==> src/rtl/maze_pkg.sv <==
// Shared definitions for the maze walker: FSM states, direction codes and
// failure codes, plus the direction-reversal helper used on backtrack.
package maze_pkg;

    typedef enum logic [3:0] {
        ST_IDLE   = 4'd0,
        ST_MARK   = 4'd1,
        ST_REQ    = 4'd2,
        ST_WAIT   = 4'd3,
        ST_EVAL   = 4'd4,
        ST_BACK   = 4'd5,
        ST_SOLVED = 4'd6,
        ST_FAILED = 4'd7,
        ST_REPLAY = 4'd8
    } state_t;

    typedef enum logic [1:0] {
        DIR_UP    = 2'd0,
        DIR_RIGHT = 2'd1,
        DIR_DOWN  = 2'd2,
        DIR_LEFT  = 2'd3
    } dir_t;

    typedef enum logic [1:0] {
        ERR_NONE     = 2'd0,
        ERR_NO_PATH  = 2'd1,
        ERR_OVERFLOW = 2'd2,
        ERR_TIMEOUT  = 2'd3
    } err_t;

    function automatic logic [1:0] opposite_dir(input logic [1:0] d);
        return d + 2'd2;
    endfunction

endpackage

==> src/rtl/dir_stack.sv <==
// LIFO of 2-bit directions with an indexed read port so the stored path can be
// replayed from the bottom without disturbing the stack.
module dir_stack #(
    parameter int DEPTH = 256,
    parameter int PW    = $clog2(DEPTH + 1),
    parameter int IW    = $clog2(DEPTH)
) (
    input  logic          clk,
    input  logic          rst,
    input  logic          clr,
    input  logic          push,
    input  logic          pop,
    input  logic [1:0]    push_data,
    input  logic [IW-1:0] rd_idx,
    output logic [1:0]    rd_data,
    output logic [1:0]    top_data,
    output logic [PW-1:0] sp,
    output logic          full,
    output logic          empty
);

    logic [1:0]    mem_r [DEPTH];
    logic [PW-1:0] sp_r;
    logic [PW-1:0] sp_dec_s;

    assign sp_dec_s = sp_r - PW'(1'b1);
    assign rd_data  = mem_r[rd_idx];
    assign top_data = mem_r[sp_dec_s[IW-1:0]];
    assign sp       = sp_r;
    assign full     = (sp_r == PW'(DEPTH));
    assign empty    = (sp_r == '0);

    // Stack pointer: cleared on a new solve, guarded against over/underflow.
    always_ff @(posedge clk or negedge rst) begin
        if (!rst) begin
            sp_r <= '0;
        end else if (clr) begin
            sp_r <= '0;
        end else if (push && !full) begin
            sp_r <= sp_r + PW'(1'b1);
        end else if (pop && !empty) begin
            sp_r <= sp_dec_s;
        end else begin
            sp_r <= sp_r;
        end
    end

    // Entry storage; slots at or above sp are don't-care, so no reset.
    always_ff @(posedge clk) begin
        if (push && !full && !clr) begin
            mem_r[sp_r[IW-1:0]] <= push_data;
        end
    end

endmodule

==> src/rtl/maze_walker_ctrl.sv <==
// Depth-first maze solver: marks visited cells in external memory, keeps the
// path on a direction stack, and replays the found path through a handshake.
module maze_walker_ctrl
    import maze_pkg::*;
#(
    parameter int N     = 16,
    parameter int CW    = $clog2(N),
    parameter int DEPTH = 256,
    parameter int SW    = 10
) (
    input  logic                         clk,
    input  logic                         rst,
    input  logic                         start,
    input  logic                         run,
    output logic                         mem_rd_en,
    output logic                         mem_wr_en,
    output logic [CW-1:0]                mem_x,
    output logic [CW-1:0]                mem_y,
    output logic                         mem_wdata,
    input  logic                         mem_valid,
    input  logic                         mem_rdata,
    output logic [1:0]                   move,
    output logic                         move_valid,
    input  logic                         move_ready,
    output logic [CW-1:0]                cur_x,
    output logic [CW-1:0]                cur_y,
    output logic [$clog2(DEPTH+1)-1:0]   path_len,
    output logic                         busy,
    output logic                         done,
    output logic                         fail,
    output logic [1:0]                   err,
    output logic                         replay_done
);

    localparam int            PW        = $clog2(DEPTH + 1);
    localparam int            IW        = $clog2(DEPTH);
    localparam logic [SW-1:0] MAX_STEPS = {SW{1'b1}};
    localparam logic [CW-1:0] LAST      = CW'(N - 1);

    state_t        state_r;
    logic [CW-1:0] cur_x_r, cur_y_r, mem_x_r, mem_y_r;
    logic [1:0]    dir_r, err_r, move_r;
    logic [SW-1:0] step_r;
    logic [IW-1:0] ridx_r;
    logic          rdata_r, done_r, fail_r, busy_r, rd_en_r, wr_en_r;
    logic          move_valid_r, replay_done_r;

    logic [CW-1:0] nb_x_s, nb_y_s, bk_x_s, bk_y_s;
    logic [1:0]    top_s, rd_data_s, back_dir_s;
    logic [IW-1:0] rd_idx_s;
    logic [PW-1:0] sp_s;
    logic          nb_oob_s, full_s, empty_s, push_s, pop_s, start_ok_s;
    logic          timeout_s, last_move_s, at_goal_s;

    function automatic logic [CW-1:0] step_x(input logic [CW-1:0] x, input logic [1:0] d);
        case (d)
            DIR_RIGHT: step_x = x + CW'(1'b1);
            DIR_LEFT:  step_x = x - CW'(1'b1);
            default:   step_x = x;
        endcase
    endfunction

    function automatic logic [CW-1:0] step_y(input logic [CW-1:0] y, input logic [1:0] d);
        case (d)
            DIR_DOWN: step_y = y + CW'(1'b1);
            DIR_UP:   step_y = y - CW'(1'b1);
            default:  step_y = y;
        endcase
    endfunction

    function automatic logic is_oob(input logic [CW-1:0] x, input logic [CW-1:0] y,
                                    input logic [1:0] d);
        case (d)
            DIR_UP:    is_oob = (y == '0);
            DIR_RIGHT: is_oob = (x == LAST);
            DIR_DOWN:  is_oob = (y == LAST);
            default:   is_oob = (x == '0);
        endcase
    endfunction

    // Neighbour under test, backtrack target and stack control strobes.
    always_comb begin
        nb_x_s      = step_x(cur_x_r, dir_r);
        nb_y_s      = step_y(cur_y_r, dir_r);
        nb_oob_s    = is_oob(cur_x_r, cur_y_r, dir_r);
        back_dir_s  = opposite_dir(top_s);
        bk_x_s      = step_x(cur_x_r, back_dir_s);
        bk_y_s      = step_y(cur_y_r, back_dir_s);
        at_goal_s   = (cur_x_r == LAST) && (cur_y_r == LAST);
        timeout_s   = (step_r == MAX_STEPS) &&
                      (state_r inside {ST_MARK, ST_REQ, ST_WAIT, ST_EVAL, ST_BACK});
        start_ok_s  = start && (state_r inside {ST_IDLE, ST_SOLVED, ST_FAILED});
        push_s      = (state_r == ST_EVAL) && !rdata_r && !full_s && !timeout_s;
        pop_s       = (state_r == ST_BACK) && !empty_s && !timeout_s;
        last_move_s = (PW'(ridx_r) == (sp_s - PW'(1'b1)));
        if (state_r == ST_REPLAY) begin
            rd_idx_s = ridx_r + IW'(1'b1);
        end else begin
            rd_idx_s = '0;
        end
    end

    dir_stack #(.DEPTH(DEPTH)) u_stack (
        .clk       (clk),
        .rst       (rst),
        .clr       (start_ok_s),
        .push      (push_s),
        .pop       (pop_s),
        .push_data (dir_r),
        .rd_idx    (rd_idx_s),
        .rd_data   (rd_data_s),
        .top_data  (top_s),
        .sp        (sp_s),
        .full      (full_s),
        .empty     (empty_s)
    );

    // Walker FSM; every output is a register updated alongside the state.
    always_ff @(posedge clk or negedge rst) begin
        if (!rst) begin
            state_r       <= ST_IDLE;
            cur_x_r       <= '0;
            cur_y_r       <= '0;
            mem_x_r       <= '0;
            mem_y_r       <= '0;
            dir_r         <= 2'd0;
            err_r         <= ERR_NONE;
            move_r        <= 2'd0;
            step_r        <= '0;
            ridx_r        <= '0;
            rdata_r       <= 1'b0;
            done_r        <= 1'b0;
            fail_r        <= 1'b0;
            busy_r        <= 1'b0;
            rd_en_r       <= 1'b0;
            wr_en_r       <= 1'b0;
            move_valid_r  <= 1'b0;
            replay_done_r <= 1'b0;
        end else begin
            rd_en_r       <= 1'b0;
            wr_en_r       <= 1'b0;
            replay_done_r <= 1'b0;
            if (timeout_s) begin
                state_r <= ST_FAILED;
                err_r   <= ERR_TIMEOUT;
                fail_r  <= 1'b1;
                busy_r  <= 1'b0;
            end else begin
                case (state_r)
                    ST_IDLE, ST_SOLVED, ST_FAILED: begin
                        if (start_ok_s) begin
                            state_r <= ST_MARK;
                            cur_x_r <= '0;
                            cur_y_r <= '0;
                            mem_x_r <= '0;
                            mem_y_r <= '0;
                            wr_en_r <= 1'b1;
                            dir_r   <= DIR_UP;
                            step_r  <= '0;
                            err_r   <= ERR_NONE;
                            done_r  <= 1'b0;
                            fail_r  <= 1'b0;
                            busy_r  <= 1'b1;
                        end else if ((state_r == ST_SOLVED) && run && !empty_s) begin
                            state_r      <= ST_REPLAY;
                            ridx_r       <= '0;
                            move_r       <= rd_data_s;
                            move_valid_r <= 1'b1;
                            busy_r       <= 1'b1;
                        end
                    end
                    ST_MARK: begin
                        if (at_goal_s) begin
                            state_r <= ST_SOLVED;
                            done_r  <= 1'b1;
                            busy_r  <= 1'b0;
                        end else begin
                            state_r <= ST_REQ;
                            dir_r   <= DIR_UP;
                        end
                    end
                    ST_REQ: begin
                        if (!nb_oob_s) begin
                            state_r <= ST_WAIT;
                            rd_en_r <= 1'b1;
                            mem_x_r <= nb_x_s;
                            mem_y_r <= nb_y_s;
                        end else if (dir_r != DIR_LEFT) begin
                            dir_r <= dir_r + 2'd1;
                        end else begin
                            state_r <= ST_BACK;
                        end
                    end
                    ST_WAIT: begin
                        if (mem_valid) begin
                            rdata_r <= mem_rdata;
                            state_r <= ST_EVAL;
                        end
                    end
                    ST_EVAL: begin
                        if (!rdata_r && full_s) begin
                            state_r <= ST_FAILED;
                            err_r   <= ERR_OVERFLOW;
                            fail_r  <= 1'b1;
                            busy_r  <= 1'b0;
                        end else if (!rdata_r) begin
                            state_r <= ST_MARK;
                            cur_x_r <= nb_x_s;
                            cur_y_r <= nb_y_s;
                            mem_x_r <= nb_x_s;
                            mem_y_r <= nb_y_s;
                            wr_en_r <= 1'b1;
                            step_r  <= step_r + SW'(1'b1);
                        end else if (dir_r != DIR_LEFT) begin
                            state_r <= ST_REQ;
                            dir_r   <= dir_r + 2'd1;
                        end else begin
                            state_r <= ST_BACK;
                        end
                    end
                    ST_BACK: begin
                        if (empty_s) begin
                            state_r <= ST_FAILED;
                            err_r   <= ERR_NO_PATH;
                            fail_r  <= 1'b1;
                            busy_r  <= 1'b0;
                        end else begin
                            cur_x_r <= bk_x_s;
                            cur_y_r <= bk_y_s;
                            step_r  <= step_r + SW'(1'b1);
                            // A popped LEFT means every direction here is exhausted.
                            if (top_s != DIR_LEFT) begin
                                state_r <= ST_REQ;
                                dir_r   <= top_s + 2'd1;
                            end else begin
                                state_r <= ST_BACK;
                            end
                        end
                    end
                    ST_REPLAY: begin
                        if (move_valid_r && move_ready) begin
                            if (last_move_s) begin
                                state_r       <= ST_SOLVED;
                                move_valid_r  <= 1'b0;
                                replay_done_r <= 1'b1;
                                busy_r        <= 1'b0;
                            end else begin
                                ridx_r <= ridx_r + IW'(1'b1);
                                move_r <= rd_data_s;
                            end
                        end
                    end
                    default: begin
                        state_r      <= ST_IDLE;
                        busy_r       <= 1'b0;
                        move_valid_r <= 1'b0;
                    end
                endcase
            end
        end
    end

    assign mem_rd_en   = rd_en_r;
    assign mem_wr_en   = wr_en_r;
    assign mem_x       = mem_x_r;
    assign mem_y       = mem_y_r;
    assign mem_wdata   = 1'b1;
    assign move        = move_r;
    assign move_valid  = move_valid_r;
    assign cur_x       = cur_x_r;
    assign cur_y       = cur_y_r;
    assign path_len    = sp_s;
    assign busy        = busy_r;
    assign done        = done_r;
    assign fail        = fail_r;
    assign err         = err_r;
    assign replay_done = replay_done_r;

endmodule

==> config.mk <==
export PLATFORM = sky130hd
export DESIGN_NAME = maze_walker_ctrl
export DESIGN_NICKNAME = d
export VERILOG_FILES = /design/src/rtl/maze_pkg.sv /design/src/rtl/dir_stack.sv /design/src/rtl/maze_walker_ctrl.sv
export SDC_FILE = /design/constraint.sdc
export NUM_CORES = 1
export LEC_CHECK = 0
export ABC_AREA = 1
export ABC_CLOCK_PERIOD_IN_PS = 5100
export BUFFER_PORTS_ARGS = -buffer_cell sky130_fd_sc_hd__buf_2
export CAP_MARGIN = 20
export CORE_ASPECT_RATIO = 0.75
export CORE_MARGIN = 4
export CORE_UTILIZATION = 58
export DETAILED_ROUTE_END_ITERATION = 8
export HOLD_SLACK_MARGIN = 0.08
export PLACE_DENSITY = 0.77
export SLEW_MARGIN = 20
export SYNTH_ARGS = -nofsm -noshare
export SYNTH_HDL_FRONTEND = slang
export SYNTH_SLANG_ARGS = --single-unit
export TNS_END_PERCENT = 30
==> constraint.sdc <==
create_clock -name clk -period 5.1 [get_ports clk]
set_clock_uncertainty 0.15 [all_clocks]
set_input_delay 0.255 -clock clk [delete_from_list [all_inputs] [get_ports clk]]
set_output_delay 0.255 -clock clk [all_outputs]
set_load 0.01 [all_outputs]
==> impl_metrics.json <==
{
  "status": "finished, final reports clean",
  "die_area_um2": 57500,
  "cp_max_fo": 66,
  "netlist_instances": 3561,
  "slew_violations": 0,
  "clk_latency_ns": 0.64,
  "period_needed_ns": 4.17,
  "first_global_vias": 26400,
  "synth_ff_type": "edfxtp_1",
  "core_um2": 53100,
  "critPathBufInv": 4,
  "async_flop_share": 0.106,
  "min_to": "move_valid",
  "drt-initial-drc-count": 4758,
  "area_growth_pct": 7.46,
  "cts_max_path_buffers": 3,
  "r2r_cells": 17,
  "total_power_w": 0.0189,
  "p_leak_nw": 12.2,
  "r2r_start": "u_stack.sp[0]",
  "viasPerCell": 6.62,
  "drive_gt1_frac": 0.0915,
  "critPathSlowestCell": "buf_4",
  "setup_tns_ns": 0,
  "worst_pin_slew_ns": 1.13,
  "htree_levels": 2,
  "setup_viol": 0,
  "io_buffers": 42,
  "ctsResizeCount": 0,
  "rsz0062_at_grt": "no",
  "critical_path_class": "reg2reg",
  "mappedNetlistArea_um2": 31200,
  "drtPass1Iterations": 6,
  "slew_headroom": 0.244,
  "hp-class": "in2reg",
  "cap_violations": 0,
  "yosys_register_bits": 573,
  "worstPathCellList": "inv_6 > buf_4 > buf_4 > nand2_1 > nand3_1 > nand3_1 > nand3_1 > nand3_1 > nand3_1 > nand3_1 > nand3_1 > nand2_2 > inv_2 > nand2_1 > nand2_1 > nand3_1 > a21oi_1",
  "min_delay_path_depth": 6,
  "rows": 73,
  "clk_pin_slew_ns": 0.06,
  "synth-edff-count": 512,
  "grt_max_degree": 249,
  "synth.top_cells.by_area": "edfxtp_1, nand3_1, nand2_1, o211ai_1, dfrtp_1",
  "fin_crit_sh": 0.818,
  "synth.top_cell.area_share": 0.493,
  "clock.fmax_mhz": 240,
  "power_density_nw_per_um2": 564,
  "worst_path_dominant_cell_family": "buffers and inverters",
  "cp_slowest_stage_delay_ns": 0.68,
  "postRouteAntennaNets": 0,
  "cts_sinks": 573,
  "ys_seq_area_frac": 0.542,
  "vias": 27900,
  "final-hold-violation-count": 0,
  "grt_pass1_wl_um": 153000,
  "antenna_found_initial": 1,
  "cts_tree": "built",
  "routed_wl_um": 101000,
  "ir_worst_vdd_v": 0.000557,
  "fp.dieW_um": 276,
  "syn_area_per_cell_um2": 8.75,
  "rr_endpoint": "cur_y[2]",
  "antenna_cells": 0,
  "overflow": 0,
  "fin_nets": 3485,
  "drc": 0,
  "synth_nets": 3580,
  "fp.dieH_um": 209,
  "grt_usage": 0.345,
  "gp_congestion": 0.975,
  "hold_start": "run",
  "initial_core_util": 0.587,
  "place_hpwl_um": 60400,
  "crit_required_ns": 5.50,
  "fill_cells": 4309,
  "cp-end-kind": "register",
  "boundaryPins": 44,
  "cts_root_buf": "clkbuf_16",
  "start_kind": "register",
  "cts_inserted_buffers": 55,
  "synth.largest_area_cell": "edfxtp_1",
  "synth_warnings": 0,
  "crit_path_frequent_cell": "nand3_1",
  "avgRoutedWirePerCell_um": 24.0,
  "synth_cell_type_count": 40,
  "rrSetupSlack_ns": 0.93,
  "crit_arrival_ns": 4.57
}
worst max-delay path by stage:
stage / endpoint / slack [ns] / cells after the start / start
after floorplan: mem_x[3] / 1.28 / 8 / dir_r[0]
after global placement: move[1] / 1.19 / 17 / state_r[1]
after detailed placement: dir_r[1] / 1.13 / 17 / u_stack.sp[0]
after CTS: dir_r[1] / 1.11 / 17 / u_stack.sp[0]
after global routing: cur_y[2] / 0.65 / 17 / u_stack.sp[0]
final: cur_y[2] / 0.93 / 17 / u_stack.sp[0]
sequential cells by signal (all words and copies together) (netlist names):
register,count
busy,1
cur_x,4
cur_y,4
dir_r,2
done,1
err,2
fail,1
mem_rd_en,1
mem_wr_en,1
mem_x,4
mem_y,4
move,2
move_valid,1
rdata_r,1
replay_done,1
ridx_r,8
state_r,4
step_r,10
u_stack.mem_r,512
u_stack.sp,9
timing repair:
| item | in CTS | in global routing |
|---|---|---|
| hold buffers | 6 | 0 |
| hold endpoints to repair | 66 | 0 |
| buffers inserted | 0 | 0 |
logic make-up after synthesis:
group / count (synthesis) / synth area share
buffers and inverters: 519 / 0.0694
DFF: 573 / 0.542
AOI/OAI and AO/OA: 489 / 0.102
adders and majority gates: 12 / 0.00482
xor gates and xnor gates: 19 / 0.00594
other: 1 / 0.000120
and+or+nand+nor: 1948 / 0.276
cells in the mapped netlist, types with 61 or more instances:
| master | n |
|---|---|
| a21oi_1 | 88 |
| nand3_1 | 742 |
| buf_2 | 112 |
| nor2_1 | 355 |
| clkbuf_1 | 115 |
| inv_1 | 236 |
| o21ai_0 | 108 |
| o211ai_1 | 263 |
| edfxtp_1 | 512 |
| nand2_1 | 715 |
| or2_2 | 88 |
| dfrtp_1 | 61 |
per-stage QoR:
step	instance area (µm²)	worst slack (ns)	instances	hold WS, ns	util
2_1_floorplan	31200	1.28	3561	-0.191	-
3_3_place_gp	31700	1.19	4114	0.309	0.598
3_5_place_dp	31700	1.13	4114	0.315	0.598
4_1_cts	33500	1.11	4219	0.113	0.630
5_1_grt	33500	0.655	4220	0.219	0.631
6_report	33500	0.930	4220	0.141	0.631
power by group:
part,leakage (nW),switching (W),internal (W)
combinational,5.95,0.00661,0.00249
sequential,5.49,0.000339,0.00558
clock,0.798,0.00182,0.00206
cell type report:
type                            count  area, µm²  share of cell area
Sequential cell                   573      16900               0.505
Inverter                          253        962              0.0287
Clock buffer                       69       1450              0.0433
Tap cell                          712        891              0.0266
Clock inverter                     30        213             0.00635
Multi-Input combinational cell   2469      12100               0.362
Timing Repair Buffer              114        927              0.0277
cell usage in the layout, fill, tap and decap left out, drive strengths merged:
| master | count |
|---|---|
| clkbuf | 69 |
| a211oi | 2 |
| clkinvlp | 5 |
| xnor2 | 6 |
| or2 | 88 |
| a2bb2oi | 1 |
| o31ai | 11 |
| dfrtp | 61 |
| nand4 | 4 |
| edfxtp | 512 |
| ha | 12 |
| nor3 | 18 |
| o22ai | 4 |
| nor2 | 362 |
| o211ai | 263 |
| buf | 108 |
| inv | 249 |
| o21ai | 112 |
| clkinv | 28 |
| nor4 | 4 |
| nand2 | 729 |
| nand3 | 742 |
| o2111ai | 1 |
| o32ai | 1 |
| xor2 | 13 |
| o221ai | 2 |
| a21oi | 90 |
| a31oi | 2 |
| bufinv | 1 |
| conb | 1 |
| dlygate4sd3 | 6 |
| nand3b | 1 |
worst min-delay path: stages:
cell,delay (ns)
buf_2,0.11
a31oi_1,0.12
nor2_1,0.09
nand2_1,0.07
nor2_1,0.13
a31oi_1,0.10
layer usage:
layer  routed length [µm]  vias up  track usage
li1                     -    12200            -
met1                37700    13000        0.481
met2                42400     2319        0.496
met3                15800      444        0.107
met4                 5390        2        0.161
met5                   13        -            0
Power figures use the tool's default switching activity.
